$ cat src/rtl/sram_b_raster_reader_if.sv
`default_nettype none
// ============================================================================
// Module   : sram_b_raster_reader_if
// Purpose  : Bundles the four SRAM group-B read ports and the activation
//            output stream used by sram_b_raster_reader.
// Ports    : none (signal container only)
//            sram_rdata_b0..b3 - bank read data, valid 1 cycle after address
//            sram_raddr_b0..b3 - bank read addresses
//            out_data/out_valid/out_ready/out_last - activation stream
// Revision : 1.0 - initial release
// ============================================================================
interface sram_b_raster_reader_if #(
    parameter int CH_NUM       = 4,
    parameter int ACT_PER_ADDR = 4,
    parameter int BW_PER_ACT   = 12
);
    localparam int c_WORD_W = CH_NUM * ACT_PER_ADDR * BW_PER_ACT;

    logic [c_WORD_W-1:0]   sram_rdata_b0;
    logic [c_WORD_W-1:0]   sram_rdata_b1;
    logic [c_WORD_W-1:0]   sram_rdata_b2;
    logic [c_WORD_W-1:0]   sram_rdata_b3;
    logic [5:0]            sram_raddr_b0;
    logic [5:0]            sram_raddr_b1;
    logic [5:0]            sram_raddr_b2;
    logic [5:0]            sram_raddr_b3;
    logic [BW_PER_ACT-1:0] out_data;
    logic                  out_valid;
    logic                  out_ready;
    logic                  out_last;

    // Reader side
    modport master (
        input  sram_rdata_b0, sram_rdata_b1, sram_rdata_b2, sram_rdata_b3,
        input  out_ready,
        output sram_raddr_b0, sram_raddr_b1, sram_raddr_b2, sram_raddr_b3,
        output out_data, out_valid, out_last
    );

    // SRAM / consumer side
    modport slave (
        output sram_rdata_b0, sram_rdata_b1, sram_rdata_b2, sram_rdata_b3,
        output out_ready,
        input  sram_raddr_b0, sram_raddr_b1, sram_raddr_b2, sram_raddr_b3,
        input  out_data, out_valid, out_last
    );
endinterface
`default_nettype wire

$ cat src/rtl/sram_b_raster_reader.sv
`default_nettype none
// ============================================================================
// Module   : sram_b_raster_reader
// Purpose  : Drains a feature map stored as 2x2 pixel blocks across SRAM
//            banks b0..b3 and streams it out one activation per handshake in
//            channel-major raster order (x innermost, then y, then channel).
// Ports    : clk   - rising-edge clock
//            rst   - asynchronous active-high reset
//            start - 1-cycle pulse, begins a drain (ignored while busy)
//            busy  - high from accepted start until done
//            done  - 1-cycle pulse after the final handshake
//            bus   - SRAM read ports and activation stream (master side)
// Revision : 1.0 - initial release
// ============================================================================
module sram_b_raster_reader #(
    parameter int CH_NUM       = 4,
    parameter int ACT_PER_ADDR = 4,
    parameter int BW_PER_ACT   = 12,
    parameter int IMG_W        = 12,
    parameter int IMG_H        = 12
) (
    input  logic                          clk,
    input  logic                          rst,
    input  logic                          start,
    output logic                          busy,
    output logic                          done,
    sram_b_raster_reader_if.master        bus
);
    localparam int c_ACTS   = CH_NUM * ACT_PER_ADDR;
    localparam int c_WORD_W = c_ACTS * BW_PER_ACT;
    localparam int c_ADDR_W = 6;
    localparam int c_CW     = (CH_NUM > 1) ? $clog2(CH_NUM) : 1;
    localparam int c_XW     = $clog2(IMG_W);
    localparam int c_YW     = $clog2(IMG_H);

    localparam logic [c_CW-1:0] c_C_LAST = c_CW'(CH_NUM - 1);
    localparam logic [c_YW-1:0] c_Y_LAST = c_YW'(IMG_H - 1);
    localparam logic [c_XW-1:0] c_X_LAST = c_XW'(IMG_W - 2);

    localparam logic [2:0] c_IDLE = 3'd0;
    localparam logic [2:0] c_RD   = 3'd1;
    localparam logic [2:0] c_CAP  = 3'd2;
    localparam logic [2:0] c_TX0  = 3'd3;
    localparam logic [2:0] c_TX1  = 3'd4;
    localparam logic [2:0] c_FIN  = 3'd5;

    logic [2:0]            r_state;
    logic [2:0]            w_state_nxt;
    logic [c_CW-1:0]       r_c, w_c_nxt;
    logic [c_YW-1:0]       r_y, w_y_nxt;
    logic [c_XW-1:0]       r_x, w_x_nxt;
    logic [1:0]            r_bank;
    logic [c_WORD_W-1:0]   r_word;
    logic [c_ADDR_W-1:0]   r_raddr_b0, r_raddr_b1, r_raddr_b2, r_raddr_b3;
    logic [BW_PER_ACT-1:0] r_out_data;
    logic                  r_out_valid;
    logic                  r_out_last;
    logic                  r_busy;
    logic                  r_done;

    logic                  w_hs;
    logic                  w_is_last;
    logic [1:0]            w_bank;
    logic [c_ADDR_W-1:0]   w_addr;
    logic [c_WORD_W-1:0]   w_rdata_sel;
    logic [c_WORD_W-1:0]   w_word_src;
    logic [BW_PER_ACT-1:0] w_acts [c_ACTS];
    logic                  w_odd;
    logic [c_CW+1:0]       w_k;

    assign w_hs      = r_out_valid && bus.out_ready;
    assign w_is_last = (r_c == c_C_LAST) && (r_y == c_Y_LAST) && (r_x == c_X_LAST);

    // Next-state and counter advance
    always_comb begin
        w_state_nxt = r_state;
        w_c_nxt     = r_c;
        w_y_nxt     = r_y;
        w_x_nxt     = r_x;
        case (r_state)
            c_IDLE: begin
                if (start) begin
                    w_state_nxt = c_RD;
                    w_c_nxt     = '0;
                    w_y_nxt     = '0;
                    w_x_nxt     = '0;
                end
            end
            c_RD:  w_state_nxt = c_CAP;
            c_CAP: w_state_nxt = c_TX0;
            c_TX0: begin
                if (w_hs) w_state_nxt = c_TX1;
            end
            c_TX1: begin
                if (w_hs) begin
                    if (w_is_last) begin
                        w_state_nxt = c_FIN;
                    end else begin
                        w_state_nxt = c_RD;
                        if (r_x == c_X_LAST) begin
                            w_x_nxt = '0;
                            if (r_y == c_Y_LAST) begin
                                w_y_nxt = '0;
                                w_c_nxt = r_c + c_CW'(1);
                            end else begin
                                w_y_nxt = r_y + c_YW'(1);
                            end
                        end else begin
                            w_x_nxt = r_x + c_XW'(2);
                        end
                    end
                end
            end
            c_FIN:   w_state_nxt = c_IDLE;
            default: w_state_nxt = c_IDLE;
        endcase
    end

    // Address of the word holding the pixel pair about to be read. Registered
    // outputs are loaded from the next-cycle counters so raddr is valid in RD.
    assign w_bank = {w_y_nxt[1], w_x_nxt[1]};
    assign w_addr = c_ADDR_W'((32'(w_y_nxt) >> 2) * 32'(IMG_W / 4) + (32'(w_x_nxt) >> 2));

    always_comb begin
        w_rdata_sel = bus.sram_rdata_b0;
        case (r_bank)
            2'd0: w_rdata_sel = bus.sram_rdata_b0;
            2'd1: w_rdata_sel = bus.sram_rdata_b1;
            2'd2: w_rdata_sel = bus.sram_rdata_b2;
            2'd3: w_rdata_sel = bus.sram_rdata_b3;
            default: w_rdata_sel = bus.sram_rdata_b0;
        endcase
    end

    // In CAP the word register is being loaded this edge, so the first pixel
    // of the pair is sliced straight from the bank data.
    assign w_word_src = (r_state == c_CAP) ? w_rdata_sel : r_word;

    // k = 0 occupies the most significant slice
    for (genvar gi = 0; gi < c_ACTS; gi++) begin : g_unpack
        assign w_acts[gi] = w_word_src[(c_ACTS-1-gi)*BW_PER_ACT +: BW_PER_ACT];
    end

    // Leaving CAP loads the even pixel, leaving TX0 loads the odd one
    assign w_odd = (r_state == c_TX0);
    assign w_k   = {r_c, r_y[0], w_odd};

    always_ff @(posedge clk or posedge rst) begin
        if (rst) begin
            r_state     <= c_IDLE;
            r_c         <= '0;
            r_y         <= '0;
            r_x         <= '0;
            r_bank      <= '0;
            r_word      <= '0;
            r_raddr_b0  <= '0;
            r_raddr_b1  <= '0;
            r_raddr_b2  <= '0;
            r_raddr_b3  <= '0;
            r_out_data  <= '0;
            r_out_valid <= 1'b0;
            r_out_last  <= 1'b0;
            r_busy      <= 1'b0;
            r_done      <= 1'b0;
        end else begin
            r_state     <= w_state_nxt;
            r_c         <= w_c_nxt;
            r_y         <= w_y_nxt;
            r_x         <= w_x_nxt;
            r_busy      <= (w_state_nxt == c_RD) || (w_state_nxt == c_CAP) ||
                           (w_state_nxt == c_TX0) || (w_state_nxt == c_TX1);
            r_done      <= (w_state_nxt == c_FIN);
            r_out_valid <= (w_state_nxt == c_TX0) || (w_state_nxt == c_TX1);
            r_out_last  <= (w_state_nxt == c_TX1) && w_is_last;
            r_raddr_b0  <= (w_state_nxt == c_RD && w_bank == 2'd0) ? w_addr : '0;
            r_raddr_b1  <= (w_state_nxt == c_RD && w_bank == 2'd1) ? w_addr : '0;
            r_raddr_b2  <= (w_state_nxt == c_RD && w_bank == 2'd2) ? w_addr : '0;
            r_raddr_b3  <= (w_state_nxt == c_RD && w_bank == 2'd3) ? w_addr : '0;
            if (w_state_nxt == c_RD) begin
                r_bank <= w_bank;
            end
            if (r_state == c_CAP) begin
                r_word <= w_rdata_sel;
            end
            if ((r_state == c_CAP) || (r_state == c_TX0 && w_hs)) begin
                r_out_data <= w_acts[w_k];
            end
        end
    end

    assign busy              = r_busy;
    assign done              = r_done;
    assign bus.out_data      = r_out_data;
    assign bus.out_valid     = r_out_valid;
    assign bus.out_last      = r_out_last;
    assign bus.sram_raddr_b0 = r_raddr_b0;
    assign bus.sram_raddr_b1 = r_raddr_b1;
    assign bus.sram_raddr_b2 = r_raddr_b2;
    assign bus.sram_raddr_b3 = r_raddr_b3;
endmodule
`default_nettype wire

$ cat src/flat_wrapper.sv
// flat-port wrapper written by rule: the top's interface ports become plain ports
module sram_b_raster_reader_flat 
#(
    parameter int CH_NUM       = 4,
    parameter int ACT_PER_ADDR = 4,
    parameter int BW_PER_ACT   = 12,
    parameter int IMG_W        = 12,
    parameter int IMG_H        = 12
)
  (clk, rst, start, busy, done, bus_sram_rdata_b0, bus_sram_rdata_b1, bus_sram_rdata_b2, bus_sram_rdata_b3, bus_out_ready, bus_sram_raddr_b0, bus_sram_raddr_b1, bus_sram_raddr_b2, bus_sram_raddr_b3, bus_out_data, bus_out_valid, bus_out_last);
  sram_b_raster_reader_if #(.CH_NUM(CH_NUM), .ACT_PER_ADDR(ACT_PER_ADDR), .BW_PER_ACT(BW_PER_ACT)) bus_i ();
  input  logic clk;
  input  logic rst;
  input  logic start;
  output logic busy;
  output logic done;
  input wire logic [$bits(bus_i.sram_rdata_b0)-1:0] bus_sram_rdata_b0;
  input wire logic [$bits(bus_i.sram_rdata_b1)-1:0] bus_sram_rdata_b1;
  input wire logic [$bits(bus_i.sram_rdata_b2)-1:0] bus_sram_rdata_b2;
  input wire logic [$bits(bus_i.sram_rdata_b3)-1:0] bus_sram_rdata_b3;
  input wire logic [$bits(bus_i.out_ready)-1:0] bus_out_ready;
  output wire logic [$bits(bus_i.sram_raddr_b0)-1:0] bus_sram_raddr_b0;
  output wire logic [$bits(bus_i.sram_raddr_b1)-1:0] bus_sram_raddr_b1;
  output wire logic [$bits(bus_i.sram_raddr_b2)-1:0] bus_sram_raddr_b2;
  output wire logic [$bits(bus_i.sram_raddr_b3)-1:0] bus_sram_raddr_b3;
  output wire logic [$bits(bus_i.out_data)-1:0] bus_out_data;
  output wire logic [$bits(bus_i.out_valid)-1:0] bus_out_valid;
  output wire logic [$bits(bus_i.out_last)-1:0] bus_out_last;
  assign bus_i.sram_rdata_b0 = bus_sram_rdata_b0;
  assign bus_i.sram_rdata_b1 = bus_sram_rdata_b1;
  assign bus_i.sram_rdata_b2 = bus_sram_rdata_b2;
  assign bus_i.sram_rdata_b3 = bus_sram_rdata_b3;
  assign bus_i.out_ready = bus_out_ready;
  assign bus_sram_raddr_b0 = bus_i.sram_raddr_b0;
  assign bus_sram_raddr_b1 = bus_i.sram_raddr_b1;
  assign bus_sram_raddr_b2 = bus_i.sram_raddr_b2;
  assign bus_sram_raddr_b3 = bus_i.sram_raddr_b3;
  assign bus_out_data = bus_i.out_data;
  assign bus_out_valid = bus_i.out_valid;
  assign bus_out_last = bus_i.out_last;
  sram_b_raster_reader #(.CH_NUM(CH_NUM), .ACT_PER_ADDR(ACT_PER_ADDR), .BW_PER_ACT(BW_PER_ACT), .IMG_W(IMG_W), .IMG_H(IMG_H)) u_core (.clk(clk), .rst(rst), .start(start), .busy(busy), .done(done), .bus(bus_i));
endmodule
$ cat config.mk
export PLATFORM = sky130hd
export DESIGN_NAME = sram_b_raster_reader_flat
export DESIGN_NICKNAME = d
export VERILOG_FILES = /design/src/rtl/sram_b_raster_reader_if.sv /design/src/rtl/sram_b_raster_reader.sv /design/src/flat_wrapper.sv
export SDC_FILE = /design/constraint.sdc
export NUM_CORES = 1
export LEC_CHECK = 0
export BUFFER_PORTS_ARGS = -buffer_cell sky130_fd_sc_hd__buf_2
export CAP_MARGIN = 20
export CORE_AREA = 4 4 311 313
export DETAILED_ROUTE_END_ITERATION = 10
export DIE_AREA = 0 0 315 317
export PLACE_DENSITY = 0.33
export SYNTH_ARGS = -nofsm -noshare
export SYNTH_HDL_FRONTEND = slang
export SYNTH_SLANG_ARGS = --single-unit
$ cat constraint.sdc
create_clock -name clk -period 14.8 [get_ports clk]
set_clock_uncertainty 0.1 [all_clocks]
set_input_delay 0.74 -clock clk [delete_from_list [all_inputs] [get_ports clk]]
set_output_delay 0.74 -clock clk [all_outputs]
set_load 0.01 [all_outputs]
==> results.cfg, run 1 <==
[finish]
drive_gt1_share_pct = 47.3
layout.cell_area.non_filler_um2 = 20700
final_util_pct = 21.9
nNetsFinal = 3032
synthToLayoutAreaGrowth_pct = 39.1

[floorplan]
chip_height_um = 317
die_x_extent_um = 315
core_area_um2 = 94300
num_rows = 113
boundaryPins = 812
fp.dieArea_um2 = 99900
initial_cell_density_of_the_core_pct = 15.8

[synth]
main_combinational_cell_family_by_area_after_synthesis = multiplexers
yosys_register_bits = 199
netlist_area_um2 = 14900
synth_largest_type_area_fraction_pct = 33.5
number_of_enable_flip_flop_cells_after_synthesis = 0
synth_compound_area_share_pct = 11.8
post_synth_xor_area_fraction_pct = 0.177
synthSimpleGateAreaFrac_pct = 17.5
synth.largest_area_cell = sky130_fd_sc_hd__dfrtp_1
synthFlopType = sky130_fd_sc_hd__dfrtp_1
synth.avg_cell_area_um2 = 9.69
netlist-cell-type-count = 65
synth_top_cells_by_area = sky130_fd_sc_hd__dfrtp_1, sky130_fd_sc_hd__mux4_2, sky130_fd_sc_hd__nand2_1, sky130_fd_sc_hd__mux2i_1, sky130_fd_sc_hd__o21ai_0
yosysWarnings = 0
synthAdderAreaFrac_pct = 0.724
synth-async-reset-ratio_pct = 100
proportion_of_synthesized_area_in_mux_cells_pct = 30.5
postSynthCellCount = 1534
synth-seq-area-share_pct = 33.5

[sta]
clock.fmax_mhz = 240
period_needed_ns = 4.18
timing.final.hold_violations = 0
worst_slew_margin_rel_pct = 30.4
finalCritPeriodShare_pct = 28.2
grt_setup_unrepaired = false
setup_tns_final_ns = 0
report.final.slew_viol_count = 0
timing_worst_slew_pin_value_ns = 1.04
finalSetupViolations = 0

[global_routing]
grt_first_pass_wirelength_mm = 120
grt.total_usage_pct = 16.9
globalRoute.totalOverflow = 0
first_global_vias = 16700
grt_max_degree = 107
grt_antenna_before_repair = 21

[route]
drt_pass1_iterations = 5
viasPerCell = 4.35
drt-wirelength-per-cell_um = 24.6
iteration_0_drc_count_of_the_detailed_router = 731
antenna_violating_nets_post_route = 0
vias = 15400
routed_wirelength_mm = 87.1
drc_errors = 0

[placed_design]
io_buffer_count = 807
dpl.hpwl_mm = 68.5
placedInstanceArea_um2 = 20000
gpl.final_weighted_congestion = 0.884

[clocking]
cts_tree = done
clock_path_buffers = 2
cts-hold-fix-buffers = 0
clock_transition_time_at_the_flip_flop_clock_pins_of_the_worst_setup_and_hold_paths_ns = 0.09
numClockSinks = 199
cts-htree-levels = 4
cts_repair_resize_count = 0
insertion_delay_ns = 0.51
number_of_buffers_added_for_setup_after_cts = 0
number_of_buffers_inserted_during_clock_tree_synthesis = 17
cts_root_buffer = sky130_fd_sc_hd__clkbuf_16

[run]
maxcap_viol_count = 0

[pwr]
cellLeakagePower_nw = 9.40
power_density_nw_per_um2 = 158
power.ir.vdd_worst_mv = 0.118
total_power_mw = 3.26

[worst_setup_path]
crit_required_ns = 15.08
critPathKind = flip-flop to flip-flop
setup.reg_to_reg.worst_slack_ns = 10.63
worst_ep_arrival_time_ns = 4.46
critical_path.endpoint_type = flip-flop
crit_path_max_fanout = 42
r2r.worst_path.cells = 11
crit_path_start_kind = flip-flop

[status]
status = finished clean

[hold_path]
hold_path.class = input port to asynchronous set/reset pin
==> sequential cells by signal (all words and copies together), names as in the netlist <==
name                      count
u_core.r_bank                 2
u_core.r_x                    3
u_core.bus.out_last           1
u_core.bus.sram_raddr_b1      5
u_core.busy                   1
u_core.bus.sram_raddr_b3      5
u_core.r_y                    4
u_core.bus.out_valid          1
u_core.r_c                    2
u_core.bus.sram_raddr_b0      5
u_core.bus.sram_raddr_b2      5
u_core.bus.out_data          12
u_core.done                   1
u_core.r_state                3
u_core.r_word               149
==> logic make-up after synthesis <==
group	count (synthesis)
AOI/OAI and AO/OA	277
DFF	199
buffers and inverters	158
muxes	232
and+or+nand+nor	656
xor gates and xnor gates	3
adders and majority gates	8
other	1
==> cell usage in the layout, fill, tap and decap left out, types with 5 or more instances in the layout <==
| master | n |
|---|---|
| sky130_fd_sc_hd__nor4_1 | 6 |
| sky130_fd_sc_hd__nor2_1 | 85 |
| sky130_fd_sc_hd__nand2b_1 | 6 |
| sky130_fd_sc_hd__a2111oi_0 | 6 |
| sky130_fd_sc_hd__o211ai_1 | 7 |
| sky130_fd_sc_hd__a221o_1 | 8 |
| sky130_fd_sc_hd__a31oi_1 | 5 |
| sky130_fd_sc_hd__clkbuf_16 | 17 |
| sky130_fd_sc_hd__a221oi_1 | 9 |
| sky130_fd_sc_hd__mux2_2 | 18 |
| sky130_fd_sc_hd__buf_2 | 807 |
| sky130_fd_sc_hd__nand3_1 | 13 |
| sky130_fd_sc_hd__buf_4 | 32 |
| sky130_fd_sc_hd__nand2_1 | 504 |
| sky130_fd_sc_hd__o21bai_1 | 5 |
| sky130_fd_sc_hd__a21oi_1 | 70 |
| sky130_fd_sc_hd__mux4_1 | 14 |
| sky130_fd_sc_hd__o221ai_1 | 9 |
| sky130_fd_sc_hd__mux2i_1 | 42 |
| sky130_fd_sc_hd__inv_1 | 13 |
| sky130_fd_sc_hd__a211oi_1 | 15 |
| sky130_fd_sc_hd__dfrtp_1 | 194 |
| sky130_fd_sc_hd__nor3_1 | 10 |
| sky130_fd_sc_hd__o22ai_1 | 14 |
| sky130_fd_sc_hd__diode_2 | 5 |
| sky130_fd_sc_hd__mux4_2 | 156 |
| sky130_fd_sc_hd__ha_1 | 7 |
| sky130_fd_sc_hd__o21ai_0 | 80 |
| sky130_fd_sc_hd__inv_12 | 5 |
==> per-layer routing <==
metal,track usage [%],wire length (µm)
met4,4.06,1630
met5,0,7
met3,3.24,5330
met1,21.3,36600
met2,29.7,43600
==> final timing paths <==
kind                                          endpoint              start
hold / removal                      u_core.r_word[103]                rst
min in group clk                     u_core.r_word[19]  u_core.r_word[19]
setup reg to reg           u_core.bus.sram_raddr_b2[3]  u_core.r_state[0]
max in group asynchronous            u_core.r_word[27]                rst
setup / recovery           u_core.bus.sram_raddr_b2[3]  u_core.r_state[0]
hold reg to reg                      u_core.r_word[19]  u_core.r_word[19]
==> report_power, final <==
group,switching (mW),total [mW],internal (mW)
sequential,0.183,0.960,0.777
clock,0.290,0.526,0.237
combinational,1.08,1.77,0.692
total,1.56,3.26,1.71
==> per-stage QoR <==
step | hold WS, ns | instances | setup WS [ns]
2_1_floorplan | 0.337 | 1537 | 8.53
3_3_place_gp | 0.354 | 3498 | 10.67
3_5_place_dp | 0.357 | 3498 | 10.63
4_1_cts | 0.275 | 3530 | 10.61
5_1_grt | 0.293 | 3532 | 10.40
6_report | 0.239 | 3535 | 10.63
==> worst max-delay path, cell delays in order (launching register included) <==
cell and delay [ns]:
sky130_fd_sc_hd__dfrtp_4 0.70, sky130_fd_sc_hd__buf_4 0.41, sky130_fd_sc_hd__nor2_1 0.36, sky130_fd_sc_hd__and2_1 0.31
sky130_fd_sc_hd__nand2_1 0.19, sky130_fd_sc_hd__o41ai_1 0.67, sky130_fd_sc_hd__ha_1 0.38, sky130_fd_sc_hd__ha_1 0.31
sky130_fd_sc_hd__a21oi_1 0.14, sky130_fd_sc_hd__nor2b_1 0.07, sky130_fd_sc_hd__xnor2_1 0.29, sky130_fd_sc_hd__nor2_1 0.09
==> synthesized netlist by cell type, types with 3 or more instances <==
| master | n |
|---|---|
| sky130_fd_sc_hd__mux2i_1 | 42 |
| sky130_fd_sc_hd__and3_1 | 4 |
| sky130_fd_sc_hd__nand2_1 | 505 |
| sky130_fd_sc_hd__buf_4 | 25 |
| sky130_fd_sc_hd__and2_1 | 5 |
| sky130_fd_sc_hd__buf_6 | 8 |
| sky130_fd_sc_hd__o211ai_1 | 7 |
| sky130_fd_sc_hd__nor4_1 | 6 |
| sky130_fd_sc_hd__o21a_1 | 3 |
| sky130_fd_sc_hd__a31o_2 | 3 |
| sky130_fd_sc_hd__buf_1 | 10 |
| sky130_fd_sc_hd__o21ai_0 | 81 |
| sky130_fd_sc_hd__clkbuf_1 | 65 |
| sky130_fd_sc_hd__ha_1 | 7 |
| sky130_fd_sc_hd__nand3_1 | 13 |
| sky130_fd_sc_hd__buf_2 | 31 |
| sky130_fd_sc_hd__nor2_1 | 87 |
| sky130_fd_sc_hd__nand2b_1 | 8 |
| sky130_fd_sc_hd__o21ai_1 | 4 |
| sky130_fd_sc_hd__o31ai_1 | 3 |
| sky130_fd_sc_hd__xnor2_1 | 3 |
| sky130_fd_sc_hd__mux4_1 | 14 |
| sky130_fd_sc_hd__a221oi_1 | 9 |
| sky130_fd_sc_hd__or2_2 | 4 |
| sky130_fd_sc_hd__a31oi_1 | 5 |
| sky130_fd_sc_hd__o22ai_1 | 14 |
| sky130_fd_sc_hd__mux4_2 | 156 |
| sky130_fd_sc_hd__buf_12 | 4 |
| sky130_fd_sc_hd__a211oi_1 | 15 |
| sky130_fd_sc_hd__inv_1 | 14 |
| sky130_fd_sc_hd__o311ai_0 | 3 |
| sky130_fd_sc_hd__a21o_1 | 4 |
| sky130_fd_sc_hd__a21boi_0 | 4 |
| sky130_fd_sc_hd__nor3_1 | 10 |
| sky130_fd_sc_hd__a21oi_1 | 71 |
| sky130_fd_sc_hd__nor2b_1 | 3 |
| sky130_fd_sc_hd__nor3b_1 | 3 |
| sky130_fd_sc_hd__o221ai_1 | 9 |
| sky130_fd_sc_hd__a2111oi_0 | 7 |
| sky130_fd_sc_hd__mux2_2 | 18 |
| sky130_fd_sc_hd__dfrtp_1 | 199 |
| sky130_fd_sc_hd__o21bai_1 | 5 |
| sky130_fd_sc_hd__a221o_1 | 8 |
==> final cells by class <==
class	instances	area, µm²
fill	10500	73600
multi-input combinational	1180	9100
sequential	199	5000
timing repair buffer	839	4280
tap	1265	1580
clock buffer	17	425
clock inverter	15	204
inverter	15	66.3
antenna	5	12.5
(Power assumes the default switching activity.)
==> run 2: changes to the inputs <==
--- a/config.mk
+++ b/config.mk
@@ -7,9 +7,9 @@
 export LEC_CHECK = 0
 export BUFFER_PORTS_ARGS = -buffer_cell sky130_fd_sc_hd__buf_2
 export CAP_MARGIN = 20
-export CORE_AREA = 4 4 311 313
+export CORE_AREA = 4 4 312 314
 export DETAILED_ROUTE_END_ITERATION = 10
-export DIE_AREA = 0 0 315 317
+export DIE_AREA = 0 0 316 318
 export PLACE_DENSITY = 0.33
 export SYNTH_ARGS = -nofsm -noshare
 export SYNTH_HDL_FRONTEND = slang
==> constraint.sdc (replaced) <==
create_clock -name clk -period 4.05 [get_ports clk]
set_clock_uncertainty 0.1 [all_clocks]
set_input_delay 0.2025 -clock clk [delete_from_list [all_inputs] [get_ports clk]]
set_output_delay 0.2025 -clock clk [all_outputs]
set_load 0.01 [all_outputs]
==> run 2 against run 1 <==
Net effect:
- largest power group unchanged
- clock power rose to 3.7 times the previous value
- core utilization rose by 0.52 points
- sequential cell count did not move
- wire length rose by 2.0%
- die area rose by 0.63%
==> results.cfg, run 2 (synthesis results as in run 1) <==
[finish]
nFillCells = 10500
leading_cell_types_in_the_layout_fill_and_taps_excluded = sky130_fd_sc_hd__buf_2, sky130_fd_sc_hd__nand2_1, sky130_fd_sc_hd__dfrtp_1
largest_register = u_core.r_word
largest_register_ffs = 149
drive_gt1_share_pct = 46.8
synthToLayoutAreaGrowth_pct = 42.8
layout.cell_area.non_filler_um2 = 21200
most_common_cell_after_layout_fill_and_taps_aside = sky130_fd_sc_hd__buf_2
final_util_pct = 22.4
nNetsFinal = 3082

[sta]
timing.final.hold_violations = 0
report.final.slew_viol_count = 0
post-route-worst-setup-slack_ns = 0.573
setup_tns_final_ns = 0
period_needed_ns = 3.48
timing_worst_slew_pin_value_ns = 0.911
grt_setup_unrepaired = false
finalSetupViolations = 0
finalCritPeriodShare_pct = 85.9
clock.fmax_mhz = 288
worst_slew_margin_rel_pct = 38.7

[worst_setup_path]
critPathKind = flip-flop to flip-flop
cp_cell_sequence = nor2_1 > and2_1 > nand2_1 > o41ai_1 > ha_1 > ha_1 > a21oi_1 > nor2b_1 > xnor2_1 > nor2_1
crit_path_start_kind = flip-flop
worst_ep_arrival_time_ns = 3.75
crit_required_ns = 4.32
crit_path_max_fanout = 7
critical_path.endpoint_type = flip-flop
cell_with_the_biggest_individual_delay_on_the_critical_path = sky130_fd_sc_hd__o41ai_1
cpPeakStageDelay_ns = 0.67

[floorplan]
chip_height_um = 318
num_rows = 113
fp.dieArea_um2 = 100000
die_x_extent_um = 316
initial_cell_density_of_the_core_pct = 15.7
boundaryPins = 812
core_area_um2 = 94600

[global_routing]
grt_max_degree = 115
globalRoute.totalOverflow = 0
first_global_vias = 16900
grt_first_pass_wirelength_mm = 124
grt.total_usage_pct = 17.2
grt_antenna_before_repair = 28

[route]
viasPerCell = 4.36
drt-wirelength-per-cell_um = 24.8
vias = 15600
drc_errors = 0
routed_wirelength_mm = 88.8
iteration_0_drc_count_of_the_detailed_router = 1017
antenna_violating_nets_post_route = 0
drt_pass1_iterations = 7

[pwr]
power_frac_clock_pct = 15.8
p_switching_mw = 5.75
seq_power_share_pct = 28.0
power.ir.vdd_worst_mv = 0.489
sw_frac_of_total_pct = 46.8
pwr-share-comb_pct = 56.2
power_density_nw_per_um2 = 579
cellLeakagePower_nw = 9.65
intPower_mw = 6.53

[placed_design]
io_buffer_count = 807
placedInstanceArea_um2 = 20200
gpl.final_weighted_congestion = 0.842
dpl.hpwl_mm = 71.6
pre_cts_ws_ns = 0.644

[clocking]
insertion_delay_ns = 0.49
clock_path_buffers = 2
number_of_buffers_added_for_setup_after_cts = 0
clock_transition_time_at_the_flip_flop_clock_pins_of_the_worst_setup_and_hold_paths_ns = 0.09
cts_root_buffer = sky130_fd_sc_hd__clkbuf_16
cts_tree = done
number_of_buffers_inserted_during_clock_tree_synthesis = 17
cts_repair_resize_count = 0
numClockSinks = 199
cts-htree-levels = 4

[hold_path]
hold_path.class = input port to flip-flop

[status]
status = finished clean

[run]
maxcap_viol_count = 0
-- run 2: cell count changes in the layout (fill, tap and decap cells not counted), sizes merged --
| cell | previous run | this run |
|---|---|---|
| dlygate4sd3 | 0 | 37 |
| buf | 839 | 852 |
| inv | 26 | 20 |
| clkinv | 4 | 7 |
| diode | 5 | 8 |
| bufinv | 0 | 2 |
| clkinvlp | 0 | 1 |
-- run 2: stage by stage --
step	std cells	total power, mW	hold WS, ns
after floorplan	1537	7.84	0.337
after global placement	3511	10.5	0.329
after detailed placement	3511	10.5	0.335
after CTS	3580	12.6	0.0000926
after global routing	3584	13.3	0.0134
final	3588	12.3	0.0436
-- run 2: path summary, 6_finish.rpt --
path | start | endpoint | slack, ns | cells past startpoint
max | u_core.r_state[1] | u_core.bus.sram_raddr_b1[3] | 0.57 | 10
min | bus_sram_rdata_b0[147] | u_core.r_word[147] | 0.04 | 4
max reg2reg | u_core.r_state[1] | u_core.bus.sram_raddr_b1[3] | 0.57 | 10
min reg2reg | u_core.r_word[63] | u_core.r_word[63] | 0.37 | 2
max in group asynchronous | rst | u_core.r_word[28] | 2.82 | 4
min in group asynchronous | rst | u_core.r_word[143] | 0.36 | 4
-- run 2: what timing repair did --
action                                  4_1_cts  5_1_grt
hold endpoints to repair                    219        0
endpoints found under the setup margin        0        0
hold buffers                                 37        0
-- run 2: cell type report --
type	count	area, µm²	area share (%)
diodes	8	20.0	0.0943
repair buffers	889	4830	22.8
inverters	15	61.3	0.289
clock buffers	17	425	2.00
multi-input cells	1180	9100	42.9
clock inverters	15	203	0.955
well taps	1265	1580	7.46
flip-flops and latches	199	5000	23.5
-- run 2: critical path, delay by kind of cell, from the launching register on --
kind,cells,cell delay [ns]
AOI/OAI and AO/OA,2,0.82
xor gates and xnor gates,1,0.29
adders and majority gates,2,0.68
DFF,1,0.47
and+or+nand+nor,5,1.00
-- run 2: metal layers --
| metal | vias up | wire length, µm | part of all wire, % | global-route usage, % |
|---|---|---|---|---|
| met1 | 7750 | 37800 | 43 | 22.3 |
| met3 | 78 | 6210 | 7.0 | 4.10 |
| met5 | - | 92 | 0.10 | 0 |
| met4 | 14 | 1370 | 1.5 | 3.46 |
| li1 | 7119 | - | - | - |
| met2 | 670 | 43300 | 49 | 29.1 |
-- run 2: power groups by stage --
| stage | logic, mW | registers (mW) | clock network, mW |
|---|---|---|---|
| 4_1_cts | 7.12 | 3.47 | 2.03 |
| 3_5_place_dp | 7.02 | 3.50 | 0 |
| 5_1_grt | 7.69 | 3.56 | 2.10 |
| 3_3_place_gp | 6.99 | 3.51 | 0 |
| 6_report | 6.90 | 3.45 | 1.94 |
| 2_1_floorplan | 4.62 | 3.22 | 0 |
==> run 3: changes to the inputs <==
--- a/config.mk
+++ b/config.mk
@@ -10,6 +10,7 @@
 export CORE_AREA = 4 4 312 314
 export DETAILED_ROUTE_END_ITERATION = 10
 export DIE_AREA = 0 0 316 318
+export MAX_ROUTING_LAYER = met4
 export PLACE_DENSITY = 0.33
 export SYNTH_ARGS = -nofsm -noshare
 export SYNTH_HDL_FRONTEND = slang
==> run 3 against run 2 <==
Net effect:
- fmax is 0.31% higher
- global-route usage increased by 0.49 points
- core utilization is essentially flat
- clock power barely moved
- largest cell class unchanged
- cell count up 0.25%
- design area is 0.11% higher
- critical endpoint is now u_core.bus.sram_raddr_b3[3]
- total power is 0.26% higher
- non-clock buffer count stayed put
- die area unchanged
- count of clock-buffer cells in the layout unchanged
- first-iteration DRC count fell by 10%
- worst hold slack got worse by 0.0053 ns
==> results.cfg, run 3 (synthesis results as in run 1) <==
[clocking]
number_of_buffers_inserted_during_clock_tree_synthesis = 17
cts_tree = done
clock_transition_time_at_the_flip_flop_clock_pins_of_the_worst_setup_and_hold_paths_ns = 0.09
numClockSinks = 199
number_of_buffers_added_for_setup_after_cts = 0
cts-htree-levels = 4
insertion_delay_ns = 0.49
cts_root_buffer = sky130_fd_sc_hd__clkbuf_16
clock_path_buffers = 2

[global_routing]
grt.total_usage_pct = 17.7
first_global_vias = 16900
grt_first_pass_wirelength_mm = 124
grt_antenna_before_repair = 28
grt_max_degree = 115
globalRoute.totalOverflow = 0

[hold_path]
hold_path.class = input port to flip-flop

[run]
maxcap_viol_count = 0

[sta]
finalSetupViolations = 0
clock.fmax_mhz = 288
finalCritPeriodShare_pct = 85.6
grt_setup_unrepaired = false
post-route-worst-setup-slack_ns = 0.584
timing_worst_slew_pin_value_ns = 0.944
setup_tns_final_ns = 0
report.final.slew_viol_count = 0
timing.final.hold_violations = 0
period_needed_ns = 3.47
worst_slew_margin_rel_pct = 36.5

[route]
iteration_0_drc_count_of_the_detailed_router = 912
drc_errors = 0
drt_pass1_iterations = 5
vias = 15600
routed_wirelength_mm = 89.0
viasPerCell = 4.34
drt-wirelength-per-cell_um = 24.7
antenna_violating_nets_post_route = 0

[placed_design]
io_buffer_count = 807
gpl.final_weighted_congestion = 0.855
pre_cts_ws_ns = 0.644
dpl.hpwl_mm = 71.6

[finish]
final_util_pct = 22.5
synthToLayoutAreaGrowth_pct = 43.0
nNetsFinal = 3082
largest_register_ffs = 149
drive_gt1_share_pct = 46.8
most_common_cell_after_layout_fill_and_taps_aside = sky130_fd_sc_hd__buf_2
largest_register = u_core.r_word
leading_cell_types_in_the_layout_fill_and_taps_excluded = sky130_fd_sc_hd__buf_2, sky130_fd_sc_hd__nand2_1, sky130_fd_sc_hd__dfrtp_1

[floorplan]
chip_height_um = 318
boundaryPins = 812
core_area_um2 = 94600
fp.dieArea_um2 = 100000
num_rows = 113
initial_cell_density_of_the_core_pct = 15.7
die_x_extent_um = 316

[status]
status = finished clean

[worst_setup_path]
crit_required_ns = 4.32
critPathKind = flip-flop to flip-flop
critical_path.endpoint_type = flip-flop
cpPeakStageDelay_ns = 0.68
crit_path_start_kind = flip-flop
crit_path_max_fanout = 7
cell_with_the_biggest_individual_delay_on_the_critical_path = sky130_fd_sc_hd__o41ai_1
cp_cell_sequence = nor2_1 > and2_1 > nand2_1 > o41ai_1 > ha_1 > ha_1 > a21oi_1 > nor2b_1 > xnor2_1 > nor2_1
worst_ep_arrival_time_ns = 3.74

[pwr]
total_power_mw = 12.3
cellLeakagePower_nw = 9.65
power.ir.vdd_worst_mv = 0.497
power_density_nw_per_um2 = 580
==> run 3: changes by cell type in the layout (fill, tap and decap cells not counted) <==
cell | before | now
sky130_fd_sc_hd__diode_2 | 8 | 17
==> run 3: per-stage QoR <==
stage                     instances  hold slack [ns]  area (µm²)
after floorplan                1537            0.337       14900
after global placement         3511            0.329       20200
after detailed placement       3511            0.335       20200
after global routing           3593           0.0134       21200
after CTS                      3580        0.0000926       21200
final                          3597           0.0383       21200
==> run 3: area by class of cell <==
class / count / area (µm²)
diodes: 17 / 42.5
clock buffers: 17 / 425
clock inverters: 15 / 203
fillers: 10500 / 73300
inverters: 15 / 61.3
multi-input cells: 1180 / 9100
flip-flops and latches: 199 / 5000
well taps: 1265 / 1580
repair buffers: 889 / 4830
==> run 3: timing repair <==
action,in CTS,in global routing
hold buffers,37,0
endpoints found under the hold margin,219,0
gates resized for setup,0,0
==> run 3: worst max-delay path, delay by kind of cell (launching register included) <==
kind	cells	cell delay [ns]
simple gates	5	1.00
compound gates	2	0.83
fa+ha+maj	2	0.68
flops	1	0.47
xor+xnor	1	0.28
==> run 3: final timing paths <==
check | cells past startpoint | slack [ns] | from | endpoint
setup / recovery | 10 | 0.58 | u_core.r_state[1] | u_core.bus.sram_raddr_b3[3]
hold / removal | 4 | 0.04 | bus_sram_rdata_b0[107] | u_core.r_word[107]
setup reg to reg | 10 | 0.58 | u_core.r_state[1] | u_core.bus.sram_raddr_b3[3]
hold reg to reg | 2 | 0.37 | u_core.r_word[63] | u_core.r_word[63]
max in group asynchronous | 4 | 2.83 | rst | u_core.r_word[28]
min in group asynchronous | 4 | 0.36 | rst | u_core.r_word[143]
==> run 3: report_power, final <==
part	leakage [nW]	switching [mW]	total (mW)	internal [mW]
Combinational	6.85	4.18	6.92	2.74
Sequential	2.49	0.611	3.45	2.84
Clock	0.308	0.998	1.95	0.951
==> run 3: routing by layer <==
| metal | vias up | wire length, µm | global-route usage [%] |
|---|---|---|---|
| li1 | 7131 | - | - |
| met1 | 7770 | 38700 | 22.4 |
| met2 | 639 | 43400 | 29.1 |
| met3 | 73 | 5480 | 3.93 |
| met4 | 0 | 1400 | 3.46 |
| met5 | - | 0 | - |
